--- config.mk ---
export PLATFORM = sky130hd
export DESIGN_NAME = intr_ctrl
export DESIGN_NICKNAME = d
export VERILOG_FILES = /design/src/rtl/intr_ctrl_pkg.sv /design/src/rtl/prio_enc8.sv /design/src/rtl/intr_ctrl.sv
export SDC_FILE = /design/constraint.sdc
export NUM_CORES = 1
export LEC_CHECK = 0
export CAP_MARGIN = 10
export CORE_AREA = 4 4 65 79
export DETAILED_ROUTE_END_ITERATION = 12
export DIE_AREA = 0 0 69 83
export PLACE_DENSITY = 0.83
export RECOVER_POWER = 100
export SYNTH_ARGS = -nofsm -noshare
export SYNTH_HDL_FRONTEND = slang
export SYNTH_SLANG_ARGS = --single-unit
--- constraint.sdc ---
create_clock -name clk -period 2.1 [get_ports clk]
set_clock_uncertainty 0.2 [all_clocks]
set_input_delay 0.42 -clock clk [delete_from_list [all_inputs] [get_ports clk]]
set_output_delay 0.42 -clock clk [all_outputs]
set_load 0.05 [all_outputs]
--- src/rtl/intr_ctrl_pkg.sv ---
// Shared types and register map for the interrupt controller.
package intr_ctrl_pkg;

    typedef enum logic [1:0] {
        ST_IDLE    = 2'd0,
        ST_REQ     = 2'd1,
        ST_SERVICE = 2'd2
    } state_e;

    localparam logic [1:0] ADDR_MASK  = 2'd0;
    localparam logic [1:0] ADDR_PEND  = 2'd1;
    localparam logic [1:0] ADDR_CAUSE = 2'd2;
    localparam logic [1:0] ADDR_EOI   = 2'd3;

endpackage

--- src/rtl/prio_enc8.sv ---
// Lowest-index-wins priority encoder over 8 request lines.
module prio_enc8 (
    input  logic [7:0] req,
    output logic [2:0] idx,
    output logic       any
);

    // Scan from the top so the lowest set index is the last one written.
    always_comb begin
        idx = 3'd0;
        for (int i = 7; i >= 0; i--) begin
            if (req[i]) idx = 3'(i);
        end
        any = |req;
    end

endmodule

--- src/rtl/intr_ctrl.sv ---
// Edge-triggered interrupt controller: pending/mask registers, fixed
// priority (index 0 highest), single-level REQ/SERVICE handshake with EOI.
//
// state      | meaning
// -----------+-----------------------------------------------------------
// ST_IDLE    | nothing requested; waits for an eligible pending source
// ST_REQ     | intr asserted; waits for inta (or drops if nothing eligible)
// ST_SERVICE | cur_id being serviced; intr held low until EOI
module intr_ctrl
    import intr_ctrl_pkg::*;
#(
    parameter int NSRC = 8
) (
    input  logic            clk,
    input  logic            clrn,
    input  logic [NSRC-1:0] irq,
    input  logic            inta,
    output logic            intr,
    output logic [2:0]      cur_id,
    input  logic            we,
    input  logic [1:0]      addr,
    input  logic [31:0]     wdata,
    output logic [31:0]     rdata
);

    state_e          state_q, state_d;
    logic [NSRC-1:0] irq_q, irq_d;
    logic [NSRC-1:0] pend_q, pend_d;
    logic [NSRC-1:0] mask_q, mask_d;
    logic            intr_q, intr_d;
    logic [2:0]      cur_id_q, cur_id_d;

    logic [NSRC-1:0] rise;
    logic [NSRC-1:0] elig;
    logic [7:0]      elig8;
    logic [2:0]      winner;
    logic            elig_any;
    logic            wr_mask, wr_pend, wr_eoi;
    logic            accept;
    logic            unused_wdata;

    assign rise     = irq & ~irq_q;
    assign elig     = pend_q & ~mask_q;
    assign wr_mask  = we && (addr == ADDR_MASK);
    assign wr_pend  = we && (addr == ADDR_PEND);
    assign wr_eoi   = we && (addr == ADDR_EOI);
    assign accept   = (state_q == ST_REQ) && inta && elig_any;

    // Upper write-data bits have no destination when NSRC < 32.
    assign unused_wdata = ^wdata[31:NSRC];

    // Widen the eligible vector to the encoder's fixed 8-bit input.
    always_comb begin
        elig8 = '0;
        elig8[NSRC-1:0] = elig;
    end

    prio_enc8 u_prio (
        .req (elig8),
        .idx (winner),
        .any (elig_any)
    );

    // State register and all datapath flops; reset masks every source.
    always_ff @(posedge clk or negedge clrn) begin
        if (!clrn) begin
            state_q  <= ST_IDLE;
            irq_q    <= '0;
            pend_q   <= '0;
            mask_q   <= '1;
            intr_q   <= 1'b0;
            cur_id_q <= 3'd0;
        end else begin
            state_q  <= state_d;
            irq_q    <= irq_d;
            pend_q   <= pend_d;
            mask_q   <= mask_d;
            intr_q   <= intr_d;
            cur_id_q <= cur_id_d;
        end
    end

    // Next-state logic; inta only matters in REQ with something eligible.
    always_comb begin
        state_d = state_q;
        case (state_q)
            ST_IDLE:    if (elig_any) state_d = ST_REQ;
            ST_REQ: begin
                if (inta && elig_any) state_d = ST_SERVICE;
                else if (!elig_any)   state_d = ST_IDLE;
            end
            ST_SERVICE: if (wr_eoi) state_d = ST_IDLE;
            default:    state_d = ST_IDLE;
        endcase
    end

    // Output and register-update logic; a new rise always beats a clear.
    always_comb begin
        irq_d    = irq;
        mask_d   = wr_mask ? wdata[NSRC-1:0] : mask_q;
        pend_d   = pend_q;
        if (wr_pend) pend_d = pend_d & ~wdata[NSRC-1:0];
        if (accept)  pend_d = pend_d & ~(NSRC'(1) << winner);
        pend_d   = pend_d | rise;
        intr_d   = (state_d == ST_REQ);
        cur_id_d = accept ? winner : cur_id_q;
    end

    // Combinational register read-back, zero-extended.
    always_comb begin
        rdata = 32'd0;
        case (addr)
            ADDR_MASK:  rdata = 32'(mask_q);
            ADDR_PEND:  rdata = 32'(pend_q);
            ADDR_CAUSE: rdata = {(state_q == ST_SERVICE), 28'd0, cur_id_q};
            default:    rdata = 32'd0;
        endcase
    end

    assign intr   = intr_q;
    assign cur_id = cur_id_q;

endmodule

==> reports/metrics.cfg, run 1 <==
[floorplan]
start_util=0.390
rows=27
dieHeight_um=83
io_pins=82
core_area_sq_um=4460
dieArea_sq_um=5730
die_w_um=69

[timing]
min_period_ns=2.05
hold_slack_ns=0.216
fmax_mhz=487
finalSetupViolCount=0
finalCritPeriodShare=0.978
relSlewSlack=0.516
tns_ns=0
hold_viol=0
maxSlewViolCount=0
tightest_slew_ns=0.726
rsz0062_at_grt=no
fin_ws_ns=0.0453

[critical_path]
worstPathRequired_ns=1.48
critical_path_arrival_ns=1.43
start_kind=input port
cp.depth=5
critPathSlowestCell=dlygate4sd2_1
critPathBufInv=3
path_max_fanout=4
worst_path_largest_cell_delay_ns=0.27
crit_type=in -> out
crit_family=buffers and inverters
path_cells=dlygate4sd2_1 > nor2b_1 > clkbuf_1 > and3b_2 > buf_12
critPathCaptureType=primary output
rr_worst_depth=4

[synth]
yosys_warnings=0
ys_seq_area_frac=0.438
synth_area_leader_cell=dfrtp_1
synthTopCellsByArea=dfrtp_1 32%, dfstp_2 12%, buf_4 9.9%
synth_top_area_share=0.317
syn_area_sq_um=1740
synth-seq-cells=30
ys.flop_type=dfrtp_1
syn-instance-count=167
postSynthAreaPerCell_sq_um=10.4
netlist-cell-type-count=43
async_reset_ff_frac=1.00
synth_most_common_cell=buf_4
synth_edf_count=0
synthTopCellsByCount=23 x buf_4, 22 x dfrtp_1, 13 x nand2_1

[layout]
drive_gt1_frac=0.216
syn2layout_area_growth_pct=27.6
fin_nets=258
antennaDiodeCount=0
multi_input_area_sq_um=851
fillers=416
final-seq-area_sq_um=761

[pwr]
ir_worst_vdd_mv=0.486
pwr_density_cell_nw_per_um2=1100
leakage_uw=0.000969

[global_routing]
grt_use_total=0.141
grt_pass1_wl_um=6560
overflow=0
grt_start_max_net_pins=31
grt_antenna_before_repair=0
grt_pass1_vias=1396

[run]
max_cap_viol_count=0

[route]
num_vias=1342
routed_wire_length_per_instance_um=14.2
drc=0
m1WireLength_um=1480
drt-total-wl_um=3840
viasPerCell=4.95
firstDrtPassIters=4
ant_nets=0
wl_met3_um=255
top_layer=met4
drt_iter0_drc=28
dr_wl_met2_um=2050

[clocking]
clkTransAtPathRegs_ns=0.06
root_buffer=clkbuf_8
worstSkewPairLatency_ns=0.28
numClockSinks=30
cts_hold_buf=0
numCtsBuffers=5
clock_path_buffers=2
h-tree-depth=2
cts_tree=done

[place]
gp_congestion=0.857
hpwl_um=2970
portBuffers=34
dp_slack_ns=-0.202

[min_path]
hp-class=reg -> reg
min_path_cells=1

[status]
status=completed

==> path summary, 6_finish.rpt <==
check / startpoint / end / slack, ns
max: addr[0] / rdata[31] / 0.05
max in group asynchronous: clrn / pend_q[2] / 0.71
max reg2reg: mask_q[0] / cur_id[0] / 0.14
min in group asynchronous: clrn / irq_q[7] / 0.52
min reg2reg: irq_q[0] / pend_q[0] / 0.22
min: irq_q[0] / pend_q[0] / 0.22
==> power breakdown <==
group / internal, uW / switching [uW] / total [uW]
clock network: 330 / 208 / 538
logic: 382 / 683 / 1070
registers: 725 / 110 / 835
==> per-stage QoR <==
| stage | cell area, sq um | std cells | power [uW] | util |
|---|---|---|---|---|
| after floorplan | 1820 | 189 | 1620 | - |
| after global placement | 2210 | 263 | 1950 | 0.495 |
| after detailed placement | 2210 | 263 | 1980 | 0.495 |
| after CTS | 2330 | 271 | 2540 | 0.522 |
| after global routing | 2220 | 271 | 2570 | 0.497 |
| final | 2220 | 271 | 2440 | 0.497 |
==> flip-flops by register name, summed over array words and instances (netlist names) <==
signal and flops:
cur_id 3, intr 1, irq_q 8, mask_q 8
pend_q 8, state_q 2
==> logic make-up (layout without fill, tap and decap cells) <==
logic type | count (synthesis) | in the layout | synth area share
compound gates | 36 | 36 | 0.162
flops | 30 | 30 | 0.438
mux | 16 | 16 | 0.0979
simple gates | 50 | 50 | 0.176
other cells | 1 | 23 | 0.00216
buf+inv | 34 | 58 | 0.125
==> placed cells by master (no fill, tap or decap), types with 3 or more instances in the layout <==
cell             instances
mux2_2                   7
o21ai_0                  3
buf_4                    3
conb_1                  23
clkdlybuf4s50_1         11
o211ai_1                 4
nand3_1                  5
clkbuf_2                 6
clkbuf_1                 7
inv_1                    7
buf_12                   5
nor2b_1                  7
nor2_1                   7
mux2i_1                  8
clkbuf_8                 8
a21oi_1                  7
dfstp_2                  6
dlygate4sd3_1            9
o21ai_2                  3
nand2b_1                 3
dfrtp_1                 22
nand2_1                 13
==> repair_timing <==
item                                   in CTS  in global routing
endpoints found under the hold margin       0                  0
setup endpoints to repair                   9                  0
resized for setup                           6                  0
setup buffers                               0                  0
==> layout make-up <==
| class | count | share of cell area |
|---|---|---|
| Inverter | 7 | 0.0119 |
| Multi-Input combinational cell | 125 | 0.384 |
| Clock buffer | 8 | 0.0497 |
| Sequential cell | 30 | 0.343 |
| Tap cell | 58 | 0.0327 |
| Timing Repair Buffer | 43 | 0.179 |
==> per-layer routing <==
layer,GRT usage,vias to the layer above
li1,-,639
met1,0.152,647
met2,0.254,49
met3,0.0412,7
met4,0.0586,0
met5,0,-
Power figures use the tool's default switching activity.
==> run 2: changes to the inputs <==
--- a/config.mk
+++ b/config.mk
@@ -7,6 +7,7 @@
 export LEC_CHECK = 0
 export CAP_MARGIN = 10
 export CORE_AREA = 4 4 65 79
+export CTS_CLUSTER_SIZE = 8
 export DETAILED_ROUTE_END_ITERATION = 12
 export DIE_AREA = 0 0 69 83
 export PLACE_DENSITY = 0.83
==> results of run 2 <==
No change in the layout: final DEF, timing and power equal those of run 1.
